--- src/rtl/wb_multi_adapter.sv ---
// Multi-channel memory-request arbiter onto a pipelined Wishbone B4 master.
// One transaction in flight; fixed or round-robin grant; optional watchdog.
module wb_multi_adapter #(
  parameter int NUM_PORTS  = 2,
  parameter int ADDR_WIDTH = 32,
  parameter int DATA_WIDTH = 32,
  parameter int ARB_MODE   = 0,
  parameter int TIMEOUT    = 0,
  localparam int SEL_WIDTH = DATA_WIDTH / 8
) (
  input  logic                            clk_i,
  input  logic                            rst_i,
  input  logic [NUM_PORTS-1:0]            mem_read,
  input  logic [NUM_PORTS-1:0]            mem_write,
  input  logic [NUM_PORTS*ADDR_WIDTH-1:0] mem_addr,
  input  logic [NUM_PORTS*SEL_WIDTH-1:0]  mem_byte_en,
  input  logic [NUM_PORTS*DATA_WIDTH-1:0] mem_wdata,
  output logic [DATA_WIDTH-1:0]           mem_rdata,
  output logic [NUM_PORTS-1:0]            mem_ready,
  output logic [NUM_PORTS-1:0]            mem_err,
  output logic                            wb_cyc_o,
  output logic                            wb_stb_o,
  input  logic                            wb_stall_i,
  output logic                            wb_we_o,
  output logic [ADDR_WIDTH-1:0]           wb_adr_o,
  output logic [SEL_WIDTH-1:0]            wb_sel_o,
  output logic [DATA_WIDTH-1:0]           wb_dat_o,
  input  logic [DATA_WIDTH-1:0]           wb_dat_i,
  input  logic                            wb_ack_i,
  input  logic                            wb_err_i
);
  localparam int IW = (NUM_PORTS > 1) ? $clog2(NUM_PORTS) : 1;
  localparam int CW = $clog2(TIMEOUT + 2);

  typedef enum logic [1:0] {IDLE, REQ, WAIT, DONE} state_t;

  state_t                state_q, state_d;
  logic [IW-1:0]         gnt_q, gnt_d, last_q, last_d, pick;
  logic [CW-1:0]         cnt_q, cnt_d;
  logic                  we_q, we_d, eflag_q, eflag_d;
  logic                  cyc_q, cyc_d, stb_q, stb_d;
  logic [ADDR_WIDTH-1:0] adr_q, adr_d;
  logic [SEL_WIDTH-1:0]  sel_q, sel_d;
  logic [DATA_WIDTH-1:0] dat_q, dat_d, rdata_q, rdata_d;
  logic [NUM_PORTS-1:0]  req, rdy_q, rdy_d, err_q, err_d;
  logic                  fin, expired;

  assign req = mem_read | mem_write;

  // Round-robin search starts one past the last grant and wraps.
  always_comb begin : arb
    int idx;
    pick = '0;
    idx  = 0;
    if (ARB_MODE == 0) begin
      for (int i = NUM_PORTS - 1; i >= 0; i--)
        if (req[i]) pick = IW'(i);
    end else begin
      for (int k = NUM_PORTS - 1; k >= 0; k--) begin
        idx = int'(last_q) + 1 + k;
        if (idx >= NUM_PORTS) idx = idx - NUM_PORTS;
        if (req[idx]) pick = IW'(idx);
      end
    end
  end

  always_comb begin
    state_d = state_q;
    gnt_d   = gnt_q;
    last_d  = last_q;
    cnt_d   = '0;
    we_d    = we_q;
    adr_d   = adr_q;
    sel_d   = sel_q;
    dat_d   = dat_q;
    eflag_d = eflag_q;
    rdata_d = rdata_q;
    fin     = 1'b0;
    expired = (TIMEOUT > 0) && (cnt_q == CW'(TIMEOUT - 1));
    unique case (state_q)
      IDLE: begin
        if (|req) begin
          gnt_d   = pick;
          last_d  = pick;
          we_d    = mem_write[pick];
          adr_d   = mem_addr[pick*ADDR_WIDTH +: ADDR_WIDTH];
          sel_d   = mem_byte_en[pick*SEL_WIDTH +: SEL_WIDTH];
          dat_d   = mem_write[pick] ?
                    mem_wdata[pick*DATA_WIDTH +: DATA_WIDTH] : '0;
          eflag_d = 1'b0;
          state_d = REQ;
        end
      end
      REQ, WAIT: begin
        cnt_d = cnt_q + 1'b1;
        if (state_q == WAIT || !wb_stall_i) begin
          if (wb_ack_i || wb_err_i) fin = 1'b1;
          else if (state_q == REQ) state_d = WAIT;
        end
        if (fin) begin
          state_d = DONE;
          eflag_d = wb_err_i;
          if (wb_ack_i && !wb_err_i && !we_q) rdata_d = wb_dat_i;
        end else if (expired) begin
          state_d = DONE;
          eflag_d = 1'b1;
        end
      end
      DONE:    state_d = IDLE;
      default: state_d = IDLE;
    endcase
    cyc_d = (state_d == REQ) || (state_d == WAIT);
    stb_d = (state_d == REQ);
    rdy_d = '0;
    err_d = '0;
    if (state_d == DONE) begin
      rdy_d[gnt_d] = 1'b1;
      err_d[gnt_d] = eflag_d;
    end
  end

  always_ff @(posedge clk_i or posedge rst_i) begin
    if (rst_i) begin
      state_q <= IDLE;
      gnt_q   <= '0;
      last_q  <= IW'(NUM_PORTS - 1);
      cnt_q   <= '0;
      we_q    <= 1'b0;
      adr_q   <= '0;
      sel_q   <= '0;
      dat_q   <= '0;
      eflag_q <= 1'b0;
      rdata_q <= '0;
      cyc_q   <= 1'b0;
      stb_q   <= 1'b0;
      rdy_q   <= '0;
      err_q   <= '0;
    end else begin
      state_q <= state_d;
      gnt_q   <= gnt_d;
      last_q  <= last_d;
      cnt_q   <= cnt_d;
      we_q    <= we_d;
      adr_q   <= adr_d;
      sel_q   <= sel_d;
      dat_q   <= dat_d;
      eflag_q <= eflag_d;
      rdata_q <= rdata_d;
      cyc_q   <= cyc_d;
      stb_q   <= stb_d;
      rdy_q   <= rdy_d;
      err_q   <= err_d;
    end
  end

  assign wb_cyc_o  = cyc_q;
  assign wb_stb_o  = stb_q;
  assign wb_we_o   = we_q;
  assign wb_adr_o  = adr_q;
  assign wb_sel_o  = sel_q;
  assign wb_dat_o  = dat_q;
  assign mem_rdata = rdata_q;
  assign mem_ready = rdy_q;
  assign mem_err   = err_q;
endmodule

--- config.mk ---
export PLATFORM = sky130hd
export DESIGN_NAME = wb_multi_adapter
export DESIGN_NICKNAME = d
export VERILOG_FILES = /design/src/rtl/wb_multi_adapter.sv
export SDC_FILE = /design/constraint.sdc
export NUM_CORES = 1
export LEC_CHECK = 0
export ABC_CLOCK_PERIOD_IN_PS = 4350
export CORE_ASPECT_RATIO = 0.6
export CORE_MARGIN = 2
export CORE_UTILIZATION = 38
export DETAILED_ROUTE_END_ITERATION = 7
export GPL_ROUTABILITY_DRIVEN = 1
export PLACE_DENSITY = 0.81
export SYNTH_ARGS = -nofsm -noshare
export SYNTH_HDL_FRONTEND = slang
export SYNTH_SLANG_ARGS = --single-unit
--- constraint.sdc ---
create_clock -name clk_i -period 4.35 [get_ports clk_i]
set_clock_uncertainty 0.05 [all_clocks]
set_input_delay 0.87 -clock clk_i [delete_from_list [all_inputs] [get_ports clk_i]]
set_output_delay 0.87 -clock clk_i [all_outputs]
set_load 0.05 [all_outputs]
* After elaboration in Yosys (flattened, before gate mapping)
Index checks and enable logic that the tools add are counted.
Cells by class: equal/unequal tests 6, order comparisons 3, add/sub/neg operators 0, divide/modulo/power cells 0, reduce and logical (&&, ||, !) cells 14, bitwise logic cells 2, multiply operators 0, shift-type cells 3, muxes and demuxes 23
Operators with widths (number):
- $shiftx A64 B7 Y32 | 2
- $mux W32 | 1
- $mux W2 | 7
- $mux W1 | 12
- $eq A2 B2 Y1 const B | 4
- $shiftx A8 B4 Y4 | 1
- $pmux W2 S3 | 1
- $eq A2 B1 Y1 const B | 2
- $lt A1 B2 Y1 const B | 2
- $reduce_or A2 Y1 | 2
- $logic_and A1 B1 Y1 | 3
- $logic_not A1 Y1 | 3
- $logic_or A1 B1 Y1 | 3
- $reduce_and A3 Y1 | 1
- $and A2 B2 Y2 | 1
- $logic_not A2 Y1 | 1
- $or A2 B2 Y2 | 1
- $pmux W1 S2 | 1
- $reduce_and A2 Y1 | 1
- $demux W1 S1 | 1
- $ge A1 B1 Y1 const B | 1
Storage, ports and cells: latch bits 0, output and inout port bits 107, register bits after elaboration 111, ROM bits 0, logic and storage cells 63, input port bits 177, RAM bits 0, memories 0

* Depth between registers and ports, before layout
depth in word-level cells 11, mapped depth 9, gate-level depth less buffers 9

* Least setup slack after synthesis
Ideal clock, no wire load.
path type input port to flip-flop, start in mem_read[1], end reg err_q[1], in the netlist mem_err[1], setup slack 2.291 ns, data required time 4.214 ns, path buffers 0, stages 7, data arrival time 1.923 ns, library setup time 0.086 ns, cells stage by stage nor4_2 > and2_1 > a21oi_1 > o32ai_1 > ha_1 > inv_1 > nor3_1
On the way: elaborated cells between the ends (all ways) 18, those cells by class order compare: 2; eq/ne: 1; mux: 11; bitwise: 2; reduce/logical: 2
RTL lines:
- start, declared | line 13 | input logic [NUM_PORTS-1:0] mem_read,
- $or A2 B2 Y2 | line 48 | assign req = mem_read | mem_write;
- $reduce_or A2 Y1 | line 82 | if (|req) begin
- $mux W2 | line 82
- $pmux W2 S3 | line 80 | unique case (state_q)
- via state_d[1] | line 37 | state_t state_q, state_d;
- $eq A2 B2 Y1 | line 116 | if (state_d == DONE) begin
- $mux W2 | line 116
- via err_d[1] | line 45 | logic [NUM_PORTS-1:0] req, rdy_q, rdy_d, err_q, err_d;
- end signal, assigned | line 152 | err_q <= err_d;
- end, declared | line 45
The timed path passes the listed nets, and every way through them passes these cells. A chain may end at the register's enable or synchronous reset.

* Worst setup path in the final report
start in mem_write[0], end reg adr_q[8], in the netlist wb_adr_o[8]
On the way: longest elaborated chain between the ends 3, elaborated cells between the ends (all ways) 5, those cells by class shift: 1; mux: 1; bitwise: 1; reduce/logical: 2
RTL lines:
- start, declared | line 14 | input logic [NUM_PORTS-1:0] mem_write,
- $or A2 B2 Y2 * | line 48
- $mux W1 or $reduce_or A2 Y1 (tied branches) | line 57, 82
- $shiftx A64 B7 Y32 or $reduce_and A2 Y1 (tied branches)
- end signal, assigned | line 144 | adr_q <= adr_d;
- end, declared | line 42 | logic [ADDR_WIDTH-1:0] adr_q, adr_d;
Mark *: on every way between the ends. The rest lies on a longest branch, timed or not.

==> PnR_summary.wiki <==
{| class="wikitable"
! Metric !! Value
|-
| DR vias/cell || between 4 and 5
|-
| Status || complete, no violations
|-
| Number of ports placed on the die boundary || approximately 280
|-
| Area leader, netlist || dfrtp_1
|-
| CTS Buffer Depth || 2
|-
| Die span in y || approximately 90 um
|-
| Highest attainable clock frequency || around 360 MHz
|-
| Final-stage net count || slightly below 900
|-
| DP Area || 7850 sq um
|-
| Combined area of the multi-input logic cells || ~1900 sq um
|-
| Share of the synthesized area in the top cell type || about 57%
|-
| Wire length of the first global-routing pass || 21700 um
|-
| Total setup violations reported at the end of the flow || 0
|-
| Sequential-to-total area share from yosys stat || a little under three fifths
|-
| Number of CTS-inserted buffers || 9
|-
| Max Fanout on Critical Path || 105
|-
| Layout-stage area growth over the synthesis result || 66.8%
|-
| DRC violations left || 0
|-
| Critical Path Slowest Stage Cell || nand2b_4
|-
| CP Capture Type || flip-flop
|-
| Ordered list of cells on the worst path || clkdlybuf4s50_1 > nor4_2 > nand2b_4 > nand2_1 > o21ai_1
|-
| Post-route cell area || between 8000 and 9000 sq um
|-
| Seq cells post-synth || 111
|-
| Post-synth net total || approximately 600
|-
| Netlist cell types || 31
|-
| Final Hold Fails || 0
|-
| Synthesized area || roughly 5000 sq um
|-
| Peak per-stage delay on the critical path || roughly 0.9 ns
|-
| Class of the tightest hold or removal check || reg2reg
|-
| Hold_buf cts || 0
|-
| Layout filler cell count || ~990
|-
| Internal power || roughly 3200 uW
|-
| Average instance area after synthesis || about 12 sq um
|-
| Setup repair after global routing missed its margin || false
|-
| Drt first pass iters || 4
|-
| Async SR Flop Fraction || 100%
|-
| Switching share of power || between 40 and 50%
|-
| Worst path arrival time || 2.97 ns
|-
| Vias in the first global route || ~4300
|-
| Final Max Slew Viols || 0
|-
| Gates resized, CTS repair || 0
|-
| Type of element launching the critical path || primary input
|-
| Register cell area after layout || between 2000 and 3000 sq um
|-
| Root Buffer Master || clkbuf_16
|-
| Number of post-CTS setup repair buffers || 0
|-
| PnR worst setup slack || between 1.5 and 2 ns
|-
| Site Rows || 32
|-
| Comb pwr share || 58.8%
|-
| Largest net degree at the start of global routing || 106
|-
| Area of the core region || around 13000 sq um
|-
| Routed wirelength normalized by instance count || roughly 16 um
|-
| Part of the total power dissipated in sequential elements || 28.1%
|-
| Worst-Margin Slew || ~1.1 ns
|-
| Share of the clock period used by the worst path after layout || between 60% and 70%
|-
| Tightest slew margin relative to the limit || roughly 29%
|-
| Leak || 0.00340 uW
|-
| Number of warning messages in the yosys log || 0
|-
| Cells taking the most area after synthesis || dfrtp_1 57%, mux2i_1 14%, o21ai_1 7.1%, mux2_1 5.5%, nand2_1 5.5%
|-
| Gp weighted congestion || 0.745
|-
| Final HPWL from detailed placement || 10700 um
|-
| Clock tree from TritonCTS || yes
|-
| Pre-CTS setup slack || 1.18 ns
|-
| Worst ir drop on vdd || 0.579 mV
|-
| Width of the die || 150 um
|-
| H-tree levels || 3
|-
| Antenna diode count || 0
|-
| Clock network fraction of design power || about an eighth
|-
| EDFF count, synth || 0
|-
| Placed Cells incl. Taps || 852
|-
| Sum Neg Setup Slack || 0 ns
|-
| Number of cells in the finished layout apart from fillers || 868
|-
| Total of buffers placed on input and output ports || around 280
|-
| Effective utilization at floorplan || between 30% and 40%
|-
| Gate count of the mapped netlist || around 420
|-
| Starting DRT DRC Count || ~110
|-
| Critical path type || in2reg
|-
| Leading cell types in the layout, fill and taps excluded || 283 x clkdlybuf4s50_1, 111 x dfrtp_1, 71 x nand2_1
|-
| Overall overflow remaining after global route || 0
|-
| Required time of the critical path || roughly 4.6 ns
|-
| Final standard cell utilization of the core || 64.2%
|-
| Prevailing post-synth register cell || dfrtp_1
|-
| Max-cap violations || 0
|-
| Clock sink total || between 100 and 150
|-
| Share of cells above drive strength 1 || 5.01%
|-
| Count of vias placed by the detailed router || roughly 4100
|-
| Clock-pin slew on the worst setup and hold paths || about 0.07 ns
|-
| Number of antenna violations at the first check in global routing || 0
|-
| Final Critical Period || approximately 2.8 ns
|-
| Net Sw Power || 3060 uW
|-
| DIE AREA || between 10000 and 15000 sq um
|-
| Clock latency at the later pin of the worst-skew pair || 0.34 ns
|-
| Total GRT Usage || between 20 and 25%
|-
| Most common cell after layout, fill and taps aside || clkdlybuf4s50_1
|-
| Power density normalized to cell area || slightly below 800 nW/um^2
|-
| Total routed wirelength || 13900 um
|-
| Post-detailed-route count of antenna-violating nets || 0
|}
-- synth_stat cells (2+ instances only) --
library cell	n
dfrtp_1	111
nand2_1	71
o21ai_1	69
mux2i_1	68
mux2_1	24
buf_2	13
mux2_2	8
buf_4	7
ha_1	6
inv_1	6
nor2_1	6
clkbuf_1	4
o21ai_0	4
buf_6	2
nand2b_1	2
nor2b_1	2
nor3_1	2
-- worst max-delay path, delay by kind of cell --
kind                   cells  cell delay (ns)
and+or+nand+nor            3             1.41
buffers and inverters      1             0.51
AOI/OAI and AO/OA          1             0.12
-- sequential cells by signal (all words and copies together) (netlist names), 2 cells and up --
name / flops
mem_err: 2
wb_dat_o: 32
mem_rdata: 32
mem_ready: 2
wb_sel_o: 4
state_q: 2
wb_adr_o: 32
-- final timing paths --
path	cells after the start	end	slack, ns	from
min in group asynchronous	2	mem_rdata[18]$_DFFE_PP0P_	1.06	rst_i
max reg2reg	9	mem_err[0]$_DFF_PP0_	2.15	state_q[0]$_DFF_PP0_
min	2	wb_adr_o[6]$_DFFE_PP0P_	0.44	wb_adr_o[6]$_DFFE_PP0P_
max	5	wb_adr_o[8]$_DFFE_PP0P_	1.58	mem_write[0]
max in group asynchronous	3	wb_adr_o[14]$_DFFE_PP0P_	2.38	rst_i
min reg2reg	2	wb_adr_o[6]$_DFFE_PP0P_	0.44	wb_adr_o[6]$_DFFE_PP0P_
-- metrics by stage --
step	hold WS (ns)	power, uW
finish	0.435	6260
global route	0.458	6600
CTS	0.441	6330
detailed placement	0.425	5490
global placement	0.419	5410
floorplan	0.470	4160
-- power groups by stage --
stage	sequential (uW)	clock, uW	combinational, uW
after detailed placement	1780	0	3710
after CTS	1770	845	3720
after global routing	1830	892	3870
final	1760	816	3680
after global placement	1760	0	3650
after floorplan	3370	0	788
-- area by class of cell --
type	count	area share [%]
clock inverter	4	0.430
clock buffer	12	3.27
multi-input combinational	276	23.8
tap	170	2.61
timing repair buffer	289	35.5
sequential	111	34.1
inverter	6	0.307
-- cell families (layout without fill, tap and decap cells) --
family | after synthesis | count (layout) | synth area share, %
AO/OA/AOI/OAI | 80 | 80 | 8.69
flip-flops | 111 | 111 | 56.9
multiplexers | 100 | 100 | 21.3
adder cells (fa/ha/maj) | 6 | 6 | 1.54
buffers and inverters | 32 | 311 | 3.64
AND/OR/NAND/NOR | 90 | 90 | 7.94
-- layer usage --
metal / track usage (%) / vias up / routed length, um
met2: 36.1 / 164 / 7020
met5: 0 / - / 0
li1: - / 1995 / -
met1: 23.6 / 1952 / 5550
met3: 6.67 / 8 / 1220
met4: 3.62 / 0 / 94
(Power assumes the default switching activity.)
